### config.mk
export PLATFORM = sky130hd
export DESIGN_NAME = trigger_csr_ctrl_flat
export DESIGN_NICKNAME = d
export VERILOG_FILES = /design/src/rtl/trigger_csr_ctrl_if.sv /design/src/rtl/trigger_csr_ctrl.sv /design/src/flat_wrapper.sv
export SDC_FILE = /design/constraint.sdc
export NUM_CORES = 1
export LEC_CHECK = 0
export BUFFER_PORTS_ARGS = -buffer_cell sky130_fd_sc_hd__clkbuf_2
export CAP_MARGIN = 20
export CORE_MARGIN = 2
export CORE_UTILIZATION = 27
export DETAILED_ROUTE_END_ITERATION = 7
export GPL_ROUTABILITY_DRIVEN = 0
export SKIP_CTS_REPAIR_TIMING = 1
export SLEW_MARGIN = 20
export SYNTH_ARGS = -nofsm -noshare
export SYNTH_HDL_FRONTEND = slang
export SYNTH_SLANG_ARGS = --single-unit
export TNS_END_PERCENT = 1
### constraint.sdc
create_clock -name clk -period 2.9 [get_ports clk]
set_input_delay 0.58 -clock clk [delete_from_list [all_inputs] [get_ports clk]]
set_output_delay 0.58 -clock clk [all_outputs]
set_load 0.02 [all_outputs]
### src/rtl/trigger_csr_ctrl_if.sv
// CSR request/response bus between the debug CSR master and trigger_csr_ctrl.
// One request may be outstanding; the response holds until rsp_valid && rsp_ready.
interface trigger_csr_ctrl_if;
    logic        req_valid;
    logic        req_ready;
    logic        req_we;
    logic [11:0] req_addr;
    logic [63:0] req_wdata;
    logic        rsp_valid;
    logic        rsp_ready;
    logic [63:0] rsp_rdata;
    logic        rsp_err;

    modport master (
        output req_valid, req_we, req_addr, req_wdata, rsp_ready,
        input  req_ready, rsp_valid, rsp_rdata, rsp_err
    );

    modport slave (
        input  req_valid, req_we, req_addr, req_wdata, rsp_ready,
        output req_ready, rsp_valid, rsp_rdata, rsp_err
    );
endinterface

### src/rtl/trigger_csr_ctrl.sv
// Debug trigger CSR owner: holds tselect/tdata1/tdata2, drives the Comparator,
// and turns its Match array into one latched, prioritized hit with valid/ack.
module trigger_csr_ctrl #(
    parameter  int NUM_TRIGGERS = 4,
    parameter  int NUM_SLOTS    = 4,
    localparam int TRG_W        = $clog2(NUM_TRIGGERS),
    localparam int SLT_W        = $clog2(NUM_SLOTS)
) (
    input  logic                                   clk,
    input  logic                                   rst,
    trigger_csr_ctrl_if.slave                      csr,
    output logic [NUM_SLOTS-1:0][63:0]             tdata2_o,
    output logic [3:0]                             match_mode_o,
    input  logic [NUM_TRIGGERS-1:0][NUM_SLOTS-1:0] match_i,
    output logic                                   hit_valid_o,
    output logic [TRG_W-1:0]                       hit_trigger_o,
    output logic [SLT_W-1:0]                       hit_slot_o,
    input  logic                                   hit_ack_i
);

    localparam logic [11:0] ADDR_TSELECT = 12'h7A0;
    localparam logic [11:0] ADDR_TDATA1  = 12'h7A1;
    localparam logic [11:0] ADDR_TDATA2  = 12'h7A2;

    typedef enum logic {ST_IDLE, ST_RESP} state_e;

    state_e                    state_q, state_d;
    logic [63:0]               rsp_rdata_q, rsp_rdata_d;
    logic                      rsp_err_q, rsp_err_d;
    logic [SLT_W-1:0]          tsel_q, tsel_d;
    logic [3:0]                mode_q, mode_d;
    logic                      en_q, en_d;
    logic [NUM_SLOTS-1:0][63:0] tdata2_q, tdata2_d;
    logic                      stale_q, stale_d;
    logic                      hit_valid_q, hit_valid_d;
    logic [TRG_W-1:0]          hit_trg_q, hit_trg_d;
    logic [SLT_W-1:0]          hit_slt_q, hit_slt_d;

    logic                      accept;
    logic                      cfg_wr;
    logic                      found;
    logic [TRG_W-1:0]          found_trg;
    logic [SLT_W-1:0]          found_slt;

    function automatic logic mode_legal(input logic [3:0] m);
        case (m)
            4'd0, 4'd1, 4'd2, 4'd3, 4'd4, 4'd5, 4'd8, 4'd9, 4'd12, 4'd13: return 1'b1;
            default: return 1'b0;
        endcase
    endfunction

    assign accept = csr.req_valid && (state_q == ST_IDLE);

    // Lowest trigger index wins; within a trigger, lowest slot wins.
    always_comb begin
        found     = 1'b0;
        found_trg = '0;
        found_slt = '0;
        for (int i = 0; i < NUM_TRIGGERS; i++) begin
            for (int j = 0; j < NUM_SLOTS; j++) begin
                if (!found && match_i[i][j]) begin
                    found     = 1'b1;
                    found_trg = TRG_W'(i);
                    found_slt = SLT_W'(j);
                end
            end
        end
    end

    always_comb begin
        state_d     = state_q;
        rsp_rdata_d = rsp_rdata_q;
        rsp_err_d   = rsp_err_q;
        tsel_d      = tsel_q;
        mode_d      = mode_q;
        en_d        = en_q;
        tdata2_d    = tdata2_q;
        hit_valid_d = hit_valid_q;
        hit_trg_d   = hit_trg_q;
        hit_slt_d   = hit_slt_q;
        cfg_wr      = 1'b0;

        case (state_q)
            ST_IDLE: begin
                if (accept) begin
                    state_d     = ST_RESP;
                    rsp_rdata_d = '0;
                    rsp_err_d   = 1'b0;
                    case (csr.req_addr)
                        ADDR_TSELECT: begin
                            if (csr.req_we) begin
                                if (csr.req_wdata >= 64'(NUM_SLOTS)) rsp_err_d = 1'b1;
                                else tsel_d = csr.req_wdata[SLT_W-1:0];
                            end else begin
                                rsp_rdata_d = 64'(tsel_q);
                            end
                        end
                        ADDR_TDATA1: begin
                            if (csr.req_we) begin
                                cfg_wr = 1'b1;
                                if (mode_legal(csr.req_wdata[3:0])) begin
                                    mode_d = csr.req_wdata[3:0];
                                    en_d   = csr.req_wdata[4];
                                end else begin
                                    rsp_err_d = 1'b1;
                                end
                            end else begin
                                rsp_rdata_d = {59'd0, en_q, mode_q};
                            end
                        end
                        ADDR_TDATA2: begin
                            if (csr.req_we) begin
                                cfg_wr           = 1'b1;
                                tdata2_d[tsel_q] = csr.req_wdata;
                            end else begin
                                rsp_rdata_d = tdata2_q[tsel_q];
                            end
                        end
                        default: rsp_err_d = 1'b1;
                    endcase
                end
            end
            ST_RESP: begin
                if (csr.rsp_ready) begin
                    state_d     = ST_IDLE;
                    rsp_rdata_d = '0;
                    rsp_err_d   = 1'b0;
                end
            end
            default: state_d = ST_IDLE;
        endcase

        // The Comparator needs a cycle after a config write before its Match is trustworthy.
        if (hit_valid_q) begin
            if (hit_ack_i) hit_valid_d = 1'b0;
        end else if (en_q && !cfg_wr && !stale_q && found) begin
            hit_valid_d = 1'b1;
            hit_trg_d   = found_trg;
            hit_slt_d   = found_slt;
        end
    end

    assign stale_d = cfg_wr;

    always_ff @(posedge clk) begin
        if (!rst) begin
            state_q     <= ST_IDLE;
            rsp_rdata_q <= '0;
            rsp_err_q   <= 1'b0;
            tsel_q      <= '0;
            mode_q      <= '0;
            en_q        <= 1'b0;
            tdata2_q    <= '0;
            stale_q     <= 1'b0;
            hit_valid_q <= 1'b0;
            hit_trg_q   <= '0;
            hit_slt_q   <= '0;
        end else begin
            state_q     <= state_d;
            rsp_rdata_q <= rsp_rdata_d;
            rsp_err_q   <= rsp_err_d;
            tsel_q      <= tsel_d;
            mode_q      <= mode_d;
            en_q        <= en_d;
            tdata2_q    <= tdata2_d;
            stale_q     <= stale_d;
            hit_valid_q <= hit_valid_d;
            hit_trg_q   <= hit_trg_d;
            hit_slt_q   <= hit_slt_d;
        end
    end

    assign csr.req_ready = (state_q == ST_IDLE);
    assign csr.rsp_valid = (state_q == ST_RESP);
    assign csr.rsp_rdata = rsp_rdata_q;
    assign csr.rsp_err   = rsp_err_q;
    assign tdata2_o      = tdata2_q;
    assign match_mode_o  = mode_q;
    assign hit_valid_o   = hit_valid_q;
    assign hit_trigger_o = hit_trg_q;
    assign hit_slot_o    = hit_slt_q;

endmodule

### src/flat_wrapper.sv
// flat-port wrapper written by rule: the top's interface ports become plain ports
module trigger_csr_ctrl_flat 
#(
    parameter  int NUM_TRIGGERS = 4,
    parameter  int NUM_SLOTS    = 4,
    localparam int TRG_W        = $clog2(NUM_TRIGGERS),
    localparam int SLT_W        = $clog2(NUM_SLOTS)
)
  (clk, rst, tdata2_o, match_mode_o, match_i, hit_valid_o, hit_trigger_o, hit_slot_o, hit_ack_i, csr_req_valid, csr_req_we, csr_req_addr, csr_req_wdata, csr_rsp_ready, csr_req_ready, csr_rsp_valid, csr_rsp_rdata, csr_rsp_err);
  trigger_csr_ctrl_if csr_i ();
  input  logic clk;
  input  logic rst;
  output logic [NUM_SLOTS-1:0][63:0] tdata2_o;
  output logic [3:0] match_mode_o;
  input  logic [NUM_TRIGGERS-1:0][NUM_SLOTS-1:0] match_i;
  output logic hit_valid_o;
  output logic [TRG_W-1:0] hit_trigger_o;
  output logic [SLT_W-1:0] hit_slot_o;
  input  logic hit_ack_i;
  input wire logic [$bits(csr_i.req_valid)-1:0] csr_req_valid;
  input wire logic [$bits(csr_i.req_we)-1:0] csr_req_we;
  input wire logic [$bits(csr_i.req_addr)-1:0] csr_req_addr;
  input wire logic [$bits(csr_i.req_wdata)-1:0] csr_req_wdata;
  input wire logic [$bits(csr_i.rsp_ready)-1:0] csr_rsp_ready;
  output wire logic [$bits(csr_i.req_ready)-1:0] csr_req_ready;
  output wire logic [$bits(csr_i.rsp_valid)-1:0] csr_rsp_valid;
  output wire logic [$bits(csr_i.rsp_rdata)-1:0] csr_rsp_rdata;
  output wire logic [$bits(csr_i.rsp_err)-1:0] csr_rsp_err;
  assign csr_i.req_valid = csr_req_valid;
  assign csr_i.req_we = csr_req_we;
  assign csr_i.req_addr = csr_req_addr;
  assign csr_i.req_wdata = csr_req_wdata;
  assign csr_i.rsp_ready = csr_rsp_ready;
  assign csr_req_ready = csr_i.req_ready;
  assign csr_rsp_valid = csr_i.rsp_valid;
  assign csr_rsp_rdata = csr_i.rsp_rdata;
  assign csr_rsp_err = csr_i.rsp_err;
  trigger_csr_ctrl #(.NUM_TRIGGERS(NUM_TRIGGERS), .NUM_SLOTS(NUM_SLOTS)) u_core (.clk(clk), .rst(rst), .csr(csr_i), .tdata2_o(tdata2_o), .match_mode_o(match_mode_o), .match_i(match_i), .hit_valid_o(hit_valid_o), .hit_trigger_o(hit_trigger_o), .hit_slot_o(hit_slot_o), .hit_ack_i(hit_ack_i));
endmodule
==> results by group <==
Status
  – Status: finished clean

Timing
  – Sum Neg Setup Slack: 0 ps
  – Fmax: 426.6 MHz
  – Setup violations, final: 0
  – RSZ-0062 raised after global routing: false
  – Number of max-slew violations in the final report: 0
  – Actual slew at the worst max-slew pin: 935.0 ps
  – Tmin final: 2344 ps
  – Final hold vios: 0
  – Slew margin rel.: 37.54%
  – Clock skew: 12.21 ps
  – Fin crit share: 80.84%
  – Final setup margin: 555.7 ps

Logic synthesis
  – Synth top area cells: dfxtp_1, mux4_2, o21ai_0
  – Post-synth EDFFs: 0
  – Top cell type's share of synthesized area: 51.01%
  – Synth cell types: 44
  – Cell taking the most area after synthesis: dfxtp_1
  – Register area share after synthesis: 51.01%
  – Register bit total from synthesis: 335
  – Most numerous cell in the Yosys netlist: dfxtp_1
  – Synthesized cell area: 13150 um^2
  – Syn_nets: 1450
  – YS warnings: 0
  – Commonest cells post-synth: dfxtp_1, o21ai_0, nand3_1, nand2_1, clkbuf_1
  – Syn_area_per_cell: 9.724 um^2
  – FFs w/ async S/R, synth: 0%
  – Main synth FF type: dfxtp_1
  – Synthesized instance count: 1352

Placed design
  – Post-place setup slack: 101.6 ps
  – HPWL Detailed: 33070 um
  – Placed Instances: 2300
  – # port buffers: 429

GRT
  – Gr usage total: 17.92%
  – Antenna violations before repair: 0
  – Largest net degree at the start of global routing: 129
  – Vias in the first global route: 11.51k
  – Overflow after GRT: 0
  – First-pass GRT wire length: 70010 um

Cells and area
  – Synthesis-to-layout area growth: 30.31%
  – NumNets Final: 1822
  – Layout cells sized above 1: 33.89%
  – Antenna diodes: 0
  – Final std cells w/o fill: 2359

Drt
  – Starting DRT DRC Count: 879
  – Via density: 5.083
  – TritonRoute pass-1 iters: 5
  – Drt wl/cell: 19.91 um
  – Vias post-DR: 11.99k
  – Total Wirelength: 46980 um
  – ANT nets after route: 0
  – DR DRC count: 0

Floorplanning
  – Initial Util: 27.42%
  – Overall die height: 224.7 um
  – Row Count: 80
  – Die area: 50470 um^2
  – # IOs: 430
  – Die width: 224.7 um
  – Core Region: 47950 um^2

Clocking
  – CTS Sinks: 335
  – Clock Latency Late Sink: 520 ps
  – CTS tree: done
  – Root buffer cell: clkbuf_16
  – H-Tree Level Count: 2
  – Longest Clk Path Bufs: 3
  – TritonCTS buffer count: 37
  – Clock-pin slew on the worst setup and hold paths: 60 ps

Power and ir drop
  – P per Cell Area: 555.7 nW/um^2
  – VDD IR max: 0.0003087 V
  – Leak: 0.006801 uW

Worst setup path
  – R2r setup slk: 560 ps
  – Worst R2R Start: u_core.csr.rsp_valid
  – CP Capture Type: flip-flop
  – Arrival @ worst endpoint: 2720 ps
  – CP required: 3280 ps
  – Critical path class: flip-flop to flip-flop
  – Reg-to-Reg End: u_core.tdata2_o[163]
  – Startpoint Class: flip-flop
  – CP max FO: 72
  – R2R depth: 6

Flow run
  – Max-cap viol count: 0

Min path
  – Hold Crit Start: csr_rsp_ready
  – Hold crit path type: input pin to flip-flop
  – Hold Path End: u_core.csr.rsp_valid
  – Hold path cells: 2
## routing by layer
layer	vias to the layer above	track usage, %	part of all wire (%)
met3	75	4.442	7.4
met5	-	0	0
li1	5708	-	-
met1	5759	23.43	43
met2	448	29.06	47
met4	0	5.704	2.2
## stage by stage
| stage | utilization [%] | total power [uW] | hold WS (ps) | area (um^2) |
|---|---|---|---|---|
| floorplan | - | 4880 | 454.8 | 13150 |
| global route | 35.73 | 9839 | 284.8 | 17130 |
| detailed placement | 33.34 | 5085 | 474.1 | 15990 |
| CTS | 35.73 | 9643 | 259.1 | 17130 |
| finish | 35.73 | 9520 | 296.9 | 17130 |
| global placement | 33.34 | 5080 | 462.1 | 15990 |
## worst max-delay path, stage by stage (launching register included)
cell	delay [ps]
dfxtp_1	410
nand3b_1	290
nor4_4	550
nand4b_1	190
buf_4	390
nand3_1	190
o21ai_0	90
## sequential cells by signal (all words and copies together), names as in the netlist
signal and flops:
u_core.csr.rsp_err 1, u_core.csr.rsp_rdata 64, u_core.csr.rsp_valid 1, u_core.en_q 1, u_core.hit_slot_o 2, u_core.hit_trigger_o 2, u_core.hit_valid_o 1, u_core.match_mode_o 4
u_core.stale_q 1, u_core.tdata2_o 256, u_core.tsel_q 2
## where the power goes
group          total, uW  leakage (uW)  switching, uW  internal, uW
clock network       4530      0.000568           1860          2680
logic                380       0.00353            262           117
registers           4610       0.00270           4.21          4600
total               9520       0.00680           2130          7390
## layout by cell type (no fill, tap or decap), types with 2 or more instances in the layout
cell and n:
o21ai_0 263, o21ai_1 2, nor3_1 2, clkbuf_2 428, nand4_1 5, o221a_2 3
dfxtp_4 2, a31oi_1 2, clkbuf_16 38, mux4_2 64, nand3_1 257, nand3b_1 2
a21boi_0 2, a22oi_1 62, nand2_1 77, buf_4 22, inv_1 4, clkbuf_8 8
mux2i_1 9, dfxtp_1 333, clkinv_2 4, clkbuf_1 7, nor2b_1 66, nand4b_1 3
a21oi_1 5, and2_1 6, buf_12 13, nor2_1 11, or4_1 4, nor4_1 18
## layout make-up
cell class	instances	area, um^2
inverters	4	15.01
clock inverters	6	58.81
clock buffers	53	1087
multi-input cells	882	5904
repair buffers	464	2582
flip-flops and latches	335	6714
well taps	615	769.5
fillers	4823	30810
## cell families after synthesis
group	synth area share (%)
muxes	11.73
and+or+nand+nor	18.11
buffers and inverters	4.302
DFF	51.01
AOI/OAI and AO/OA	14.85
## worst max-delay path by stage
stage                              start              endpoint  slack (ps)  cells after the start
floorplan                csr_req_addr[3]  u_core.tdata2_o[242]         580                      8
global placement       csr_req_wdata[16]      u_core.tsel_q[1]         130                      8
detailed placement     csr_req_wdata[16]      u_core.tsel_q[0]         100                      8
CTS                 u_core.csr.rsp_valid  u_core.tdata2_o[141]         570                      6
global route        u_core.csr.rsp_valid  u_core.tdata2_o[155]         390                      6
finish              u_core.csr.rsp_valid  u_core.tdata2_o[163]         560                      6
Note: power is estimated with default switching activity, not from simulation.
